**src/rtl/cla_share_arbiter_pkg.sv**
```systemverilog
// Shared definitions for the two-requester arbiter in front of one 16-bit CLA adder.
// Holds the FSM state type, the datapath width and the requester id constants.
package cla_share_arbiter_pkg;

    localparam int WIDTH = 16;

    localparam logic REQ_ID0 = 1'b0;
    localparam logic REQ_ID1 = 1'b1;

    typedef enum logic [1:0] {
        ST_IDLE = 2'd0,
        ST_EXEC = 2'd1,
        ST_RESP = 2'd2
    } state_t;

    // Signed overflow: operands agree in sign but the result does not.
    function automatic logic signed_ovf(input logic a_msb, input logic b_msb, input logic s_msb);
        return (a_msb == b_msb) && (s_msb != a_msb);
    endfunction

endpackage

```
**src/rtl/cla16.sv**
```systemverilog
// 16-bit two-level carry-lookahead adder: four 4-bit lookahead groups whose
// group generate/propagate terms feed a second lookahead level.
module cla16
    import cla_share_arbiter_pkg::*;
(
    input  logic [WIDTH-1:0] i_a,
    input  logic [WIDTH-1:0] i_b,
    input  logic             i_cin,
    output logic [WIDTH-1:0] o_sum,
    output logic             o_cout
);

    logic [WIDTH-1:0] w_p;
    logic [WIDTH-1:0] w_g;
    logic [3:0]       w_gp;
    logic [3:0]       w_gg;
    logic [4:0]       w_grp_c;

    assign w_p = i_a ^ i_b;
    assign w_g = i_a & i_b;

    for (genvar gi = 0; gi < 4; gi++) begin : g_grp
        logic [3:0] w_p4;
        logic [3:0] w_g4;
        logic       w_c0;
        logic [3:0] w_c;

        assign w_p4 = w_p[4*gi +: 4];
        assign w_g4 = w_g[4*gi +: 4];
        assign w_c0 = w_grp_c[gi];

        // Every bit carry is expanded from the group carry-in, never rippled.
        assign w_c[0] = w_c0;
        assign w_c[1] = w_g4[0] | (w_p4[0] & w_c0);
        assign w_c[2] = w_g4[1] | (w_p4[1] & w_g4[0]) | (w_p4[1] & w_p4[0] & w_c0);
        assign w_c[3] = w_g4[2] | (w_p4[2] & w_g4[1]) | (w_p4[2] & w_p4[1] & w_g4[0])
                      | (w_p4[2] & w_p4[1] & w_p4[0] & w_c0);

        assign w_gp[gi] = &w_p4;
        assign w_gg[gi] = w_g4[3] | (w_p4[3] & w_g4[2]) | (w_p4[3] & w_p4[2] & w_g4[1])
                        | (w_p4[3] & w_p4[2] & w_p4[1] & w_g4[0]);

        assign o_sum[4*gi +: 4] = w_p4 ^ w_c;
    end

    assign w_grp_c[0] = i_cin;
    assign w_grp_c[1] = w_gg[0] | (w_gp[0] & i_cin);
    assign w_grp_c[2] = w_gg[1] | (w_gp[1] & w_gg[0]) | (w_gp[1] & w_gp[0] & i_cin);
    assign w_grp_c[3] = w_gg[2] | (w_gp[2] & w_gg[1]) | (w_gp[2] & w_gp[1] & w_gg[0])
                      | (w_gp[2] & w_gp[1] & w_gp[0] & i_cin);
    assign w_grp_c[4] = w_gg[3] | (w_gp[3] & w_gg[2]) | (w_gp[3] & w_gp[2] & w_gg[1])
                      | (w_gp[3] & w_gp[2] & w_gp[1] & w_gg[0])
                      | (w_gp[3] & w_gp[2] & w_gp[1] & w_gp[0] & i_cin);

    assign o_cout = w_grp_c[4];

endmodule

```
**src/rtl/rr_pick2.sv**
```systemverilog
// Two-way round-robin picker: a lone valid wins, a tie goes to the requester
// that was not served last (i_ptr holds the id of the last served requester).
module rr_pick2
    import cla_share_arbiter_pkg::*;
(
    input  logic       i_valid0,
    input  logic       i_valid1,
    input  logic       i_ptr,
    output logic [1:0] o_grant
);

    always_comb begin
        o_grant = 2'b00;
        if (i_valid0 && i_valid1) begin
            o_grant = (i_ptr == REQ_ID0) ? 2'b10 : 2'b01;
        end else if (i_valid0) begin
            o_grant = 2'b01;
        end else if (i_valid1) begin
            o_grant = 2'b10;
        end
    end

endmodule

```
**src/rtl/cla_share_arbiter.sv**
```systemverilog
// Time-shares one CLA adder between two requesters: round-robin accept in IDLE,
// one EXEC cycle to capture the result, then RESP holds it until the owner takes it.
module cla_share_arbiter
    import cla_share_arbiter_pkg::*;
#(
    parameter int WIDTH = 16
) (
    input  logic             clk,
    input  logic             rst,

    input  logic             req0_valid,
    output logic             req0_ready,
    input  logic [WIDTH-1:0] req0_a,
    input  logic [WIDTH-1:0] req0_b,
    input  logic             req0_cin,

    input  logic             req1_valid,
    output logic             req1_ready,
    input  logic [WIDTH-1:0] req1_a,
    input  logic [WIDTH-1:0] req1_b,
    input  logic             req1_cin,

    output logic             rsp0_valid,
    input  logic             rsp0_ready,
    output logic             rsp1_valid,
    input  logic             rsp1_ready,
    output logic [WIDTH-1:0] rsp_sum,
    output logic             rsp_cout,
    output logic             rsp_ovf,

    output logic             busy
);

    state_t           r_state;
    logic [WIDTH-1:0] r_a;
    logic [WIDTH-1:0] r_b;
    logic             r_cin;
    logic             r_id;
    logic [WIDTH-1:0] r_sum;
    logic             r_cout;
    logic             r_ovf;
    logic             r_ptr;

    logic [1:0]       w_grant;
    logic             w_idle;
    logic             w_accept0;
    logic             w_accept1;
    logic             w_rsp_hs;
    logic [WIDTH-1:0] w_sum;
    logic             w_cout;
    logic             w_ovf;

    rr_pick2 u_pick (
        .i_valid0 (req0_valid),
        .i_valid1 (req1_valid),
        .i_ptr    (r_ptr),
        .o_grant  (w_grant)
    );

    cla16 u_cla (
        .i_a    (r_a),
        .i_b    (r_b),
        .i_cin  (r_cin),
        .o_sum  (w_sum),
        .o_cout (w_cout)
    );

    assign w_ovf = signed_ovf(r_a[WIDTH-1], r_b[WIDTH-1], w_sum[WIDTH-1]);

    // rst gates ready so no grant is visible while reset is held.
    assign w_idle     = (r_state == ST_IDLE) && !rst;
    assign req0_ready = w_idle && w_grant[0];
    assign req1_ready = w_idle && w_grant[1];
    assign w_accept0  = req0_ready && req0_valid;
    assign w_accept1  = req1_ready && req1_valid;

    assign rsp0_valid = (r_state == ST_RESP) && (r_id == REQ_ID0);
    assign rsp1_valid = (r_state == ST_RESP) && (r_id == REQ_ID1);
    assign w_rsp_hs   = (r_state == ST_RESP) && ((r_id == REQ_ID0) ? rsp0_ready : rsp1_ready);

    assign rsp_sum  = r_sum;
    assign rsp_cout = r_cout;
    assign rsp_ovf  = r_ovf;
    assign busy     = (r_state != ST_IDLE);

    always_ff @(posedge clk or posedge rst) begin
        if (rst) begin
            r_state <= ST_IDLE;
            r_a     <= '0;
            r_b     <= '0;
            r_cin   <= 1'b0;
            r_id    <= REQ_ID0;
            r_sum   <= '0;
            r_cout  <= 1'b0;
            r_ovf   <= 1'b0;
            r_ptr   <= REQ_ID1;
        end else begin
            case (r_state)
                ST_IDLE: begin
                    if (w_accept0) begin
                        r_a     <= req0_a;
                        r_b     <= req0_b;
                        r_cin   <= req0_cin;
                        r_id    <= REQ_ID0;
                        r_state <= ST_EXEC;
                    end else if (w_accept1) begin
                        r_a     <= req1_a;
                        r_b     <= req1_b;
                        r_cin   <= req1_cin;
                        r_id    <= REQ_ID1;
                        r_state <= ST_EXEC;
                    end
                end
                ST_EXEC: begin
                    r_sum   <= w_sum;
                    r_cout  <= w_cout;
                    r_ovf   <= w_ovf;
                    r_state <= ST_RESP;
                end
                ST_RESP: begin
                    if (w_rsp_hs) begin
                        r_ptr   <= r_id;
                        r_state <= ST_IDLE;
                    end
                end
                default: begin
                    r_state <= ST_IDLE;
                end
            endcase
        end
    end

endmodule

```
**config.mk**
```make
export PLATFORM = sky130hd
export DESIGN_NAME = cla_share_arbiter
export DESIGN_NICKNAME = d
export VERILOG_FILES = /design/src/rtl/cla_share_arbiter_pkg.sv /design/src/rtl/cla16.sv /design/src/rtl/rr_pick2.sv /design/src/rtl/cla_share_arbiter.sv
export SDC_FILE = /design/constraint.sdc
export NUM_CORES = 1
export LEC_CHECK = 0
export CAP_MARGIN = 20
export CORE_ASPECT_RATIO = 2
export CORE_MARGIN = 2
export CORE_UTILIZATION = 40
export DETAILED_ROUTE_END_ITERATION = 10
export GPL_ROUTABILITY_DRIVEN = 0
export PLACE_DENSITY = 0.75
export SYNTH_ARGS = -nofsm -noshare
export SYNTH_HDL_FRONTEND = slang
export SYNTH_SLANG_ARGS = --single-unit
```
**constraint.sdc**
```tcl
create_clock -name clk -period 4.8 [get_ports clk]
set_input_delay 1.2 -clock clk [delete_from_list [all_inputs] [get_ports clk]]
set_output_delay 1.2 -clock clk [all_outputs]
set_load 0.05 [all_outputs]
```
==> impl_metrics.json <==
{
  "htreeDepth": 2,
  "nFillCells": 674,
  "drt_iter0_drc": 109,
  "cts_tree": "done",
  "crit_type": "in2out",
  "grt_pass1_wl_um": 11800,
  "fin_ws_ns": 0.960,
  "ys_top_cells_by_area": "dfrtp_1 44%, nand2_1 12%, a31oi_1 6.8%",
  "cp.arrival_ns": 2.64,
  "status": "complete, no violations",
  "setup_viol": 0,
  "cts.sinks": 55,
  "met1_length_um": 2990,
  "power.density_nw_per_um2": 712,
  "clk_pin_slew_ns": 0.07,
  "sequentialPowerShare": 0.284,
  "drv_slew": 0,
  "gr-usage-all-layers": 0.178,
  "antenna_found_initial": 0,
  "syn2layout_area_growth_pct": 39.6,
  "synthCells": 354,
  "avgViaCountPerCell": 4.98,
  "yosysSeqAreaShare": 0.451,
  "crit_required_ns": 3.60,
  "finalWirelength_um": 6670,
  "crit_end": "req1_ready",
  "clk-insertion-delay-late_ns": 0.30,
  "cts-root-buf": "clkbuf_16",
  "cp-start-kind": "input port",
  "synth_seq_cells": 55,
  "core.rowCount": 45,
  "max_freq_mhz": 260,
  "initial_core_util": 0.408,
  "finalClockSkew_ns": 0.00322,
  "clockBufferDepth": 2,
  "ir_worst_vdd_uv": 346,
  "synth-main-ff-cell": "dfrtp_1",
  "coreArea_um2": 7490,
  "leakage_nw": 1.90,
  "tns_ns": 0,
  "yosysWarningCount": 0,
  "timing.rr.start": "r_a[2]",
  "antennaDiodeCount": 0,
  "ys_types": 39,
  "finalCritPeriodShare": 0.800,
  "grt_max_degree": 69,
  "final_hold_viol_count": 0,
  "die_y_um": 128,
  "setup.worst_path.start": "rst",
  "clock_power_share": 0.137,
  "grt_overflow": 0,
  "postCtsSetupBuffers": 0,
  "synth_edf_count": 0,
  "post-route-util": 0.570,
  "final_antenna_net_count": 0,
  "synth_fp_nets": 446,
  "io_buffers": 94,
  "drc": 0,
  "combPwrFrac": 0.579,
  "hp-start": "rsp_sum[4]",
  "post-place-ws_ns": 0.951,
  "end_kind": "output port",
  "first_pass_iters": 4,
  "fp.dieW_um": 65.8,
  "wl_met3_um": 475,
  "internal-power_w": 0.00169,
  "syn_area_um2": 3060,
  "die-area_um2": 8400,
  "wl_met2_um": 3060,
  "multi_input_area_um2": 1570,
  "r2r_setup_slack_ns": 2.33,
  "drive_gt1_frac": 0.0588,
  "synth.avg_cell_area_um2": 8.63,
  "sw_frac_of_total": 0.445,
  "vias": 2671,
  "worst_slew_margin_rel": 0.315,
  "cts_buffers": 5,
  "dp_hpwl_um": 5260,
  "layout_common_cells": "98 x nand2_1, 92 x clkdlybuf4s50_1, 54 x dfrtp_1",
  "final_common_cell": "nand2_1",
  "hold_buffers": 0,
  "num_io_pins": 95,
  "r2r_cells": 9,
  "async_flop_share": 1.00,
  "hp-class": "reg2reg",
  "yosys.area.top_type_share": 0.442,
  "final_net_count": 533,
  "cap_violations": 0,
  "wire_per_inst_um": 12.4,
  "p_sw_w": 0.00135,
  "layout_min_cycle_time_ns": 3.84,
  "rsz0062_at_grt": "false",
  "final-seq-area_um2": 1380,
  "r2r_end": "rsp_sum[13]",
  "worst_pin_slew_ns": 1.03,
  "grt_pass1_vias": 2596,
  "cp_max_fo": 34,
  "yosysTopAreaCell": "dfrtp_1",
  "cts_resized": 0,
  "dr.max_layer_used": "met4"
}
[power by group through the flow]
stage / registers, W / clock network, W / logic (W)
after floorplan: 0.00107 / 0 / 0.00110
after detailed placement: 0.000876 / 0 / 0.00177
after CTS: 0.000867 / 0.000426 / 0.00178
final: 0.000862 / 0.000417 / 0.00176
after global placement: 0.000863 / 0 / 0.00174
after global routing: 0.000897 / 0.000449 / 0.00198
[sequential cells by signal, indices dropped and copies added, names as in the netlist]
| register | flops |
|---|---|
| r_a | 16 |
| rsp_sum | 16 |
| rsp_ovf | 1 |
| r_id | 1 |
| rsp_cout | 1 |
| r_b | 16 |
| r_cin | 1 |
| r_state | 2 |
| r_ptr | 1 |
[per-layer routing]
metal | global-route usage | vias to the layer above
met5 | 0 | -
met4 | 0.0662 | 0
met3 | 0.0519 | 11
met2 | 0.272 | 92
met1 | 0.238 | 1191
li1 | - | 1377
[logic make-up after synthesis]
family | count (synthesis) | share of synthesized area
adders and majority gates | 20 | 0.0917
muxes | 1 | 0.00368
DFF | 55 | 0.451
and+or+nand+nor | 163 | 0.226
xor gates and xnor gates | 9 | 0.0258
buffers and inverters | 26 | 0.0360
AOI/OAI and AO/OA | 80 | 0.166
[critical path, stage by stage]
cell and delay [ns]:
clkdlybuf4s50_1 0.45, nor2_2 0.20, nand3_2 0.11, inv_2 0.46, buf_12 0.22
[per-stage QoR]
stage | hold WS, ns | total power [W] | std cells | area (um^2)
finish | 0.474 | 0.00304 | 536 | 4270
global route | 0.491 | 0.00333 | 536 | 4270
CTS | 0.482 | 0.00307 | 536 | 4270
detailed placement | 0.465 | 0.00265 | 528 | 4090
global placement | 0.458 | 0.00260 | 527 | 4070
floorplan | 0.512 | 0.00218 | 354 | 3060
[synth_stat cells (all sizes together) (2+ instances only)]
cell type,count
nand2,98
a21boi,2
nor3,2
nor2,44
a21oi,13
xnor2,4
xor2,5
o21a,3
o21ai,15
ha,16
clkbuf,13
nand3,4
dfrtp,54
inv,9
nand2b,5
buf,4
fa,4
nor2b,4
and2,2
a31oi,33
o211ai,5
a21o,5
[final cells by class]
type | count | area share
Multi-Input combinational cell | 273 | 0.368
Timing Repair Buffer | 97 | 0.233
Tap cell | 94 | 0.0276
Clock inverter | 3 | 0.0111
Inverter | 9 | 0.00792
Clock buffer | 5 | 0.0293
Sequential cell | 55 | 0.323
[how the worst min path moves through the flow]
stage	cells past startpoint	slack [ns]	end
after floorplan	2	0.51	r_ptr
after global placement	2	0.46	rsp_sum[8]
after detailed placement	2	0.47	rsp_sum[4]
after CTS	2	0.48	rsp_sum[4]
after global routing	2	0.49	rsp_sum[4]
final	2	0.47	rsp_sum[4]
Note: power is estimated with default switching activity, not from simulation.
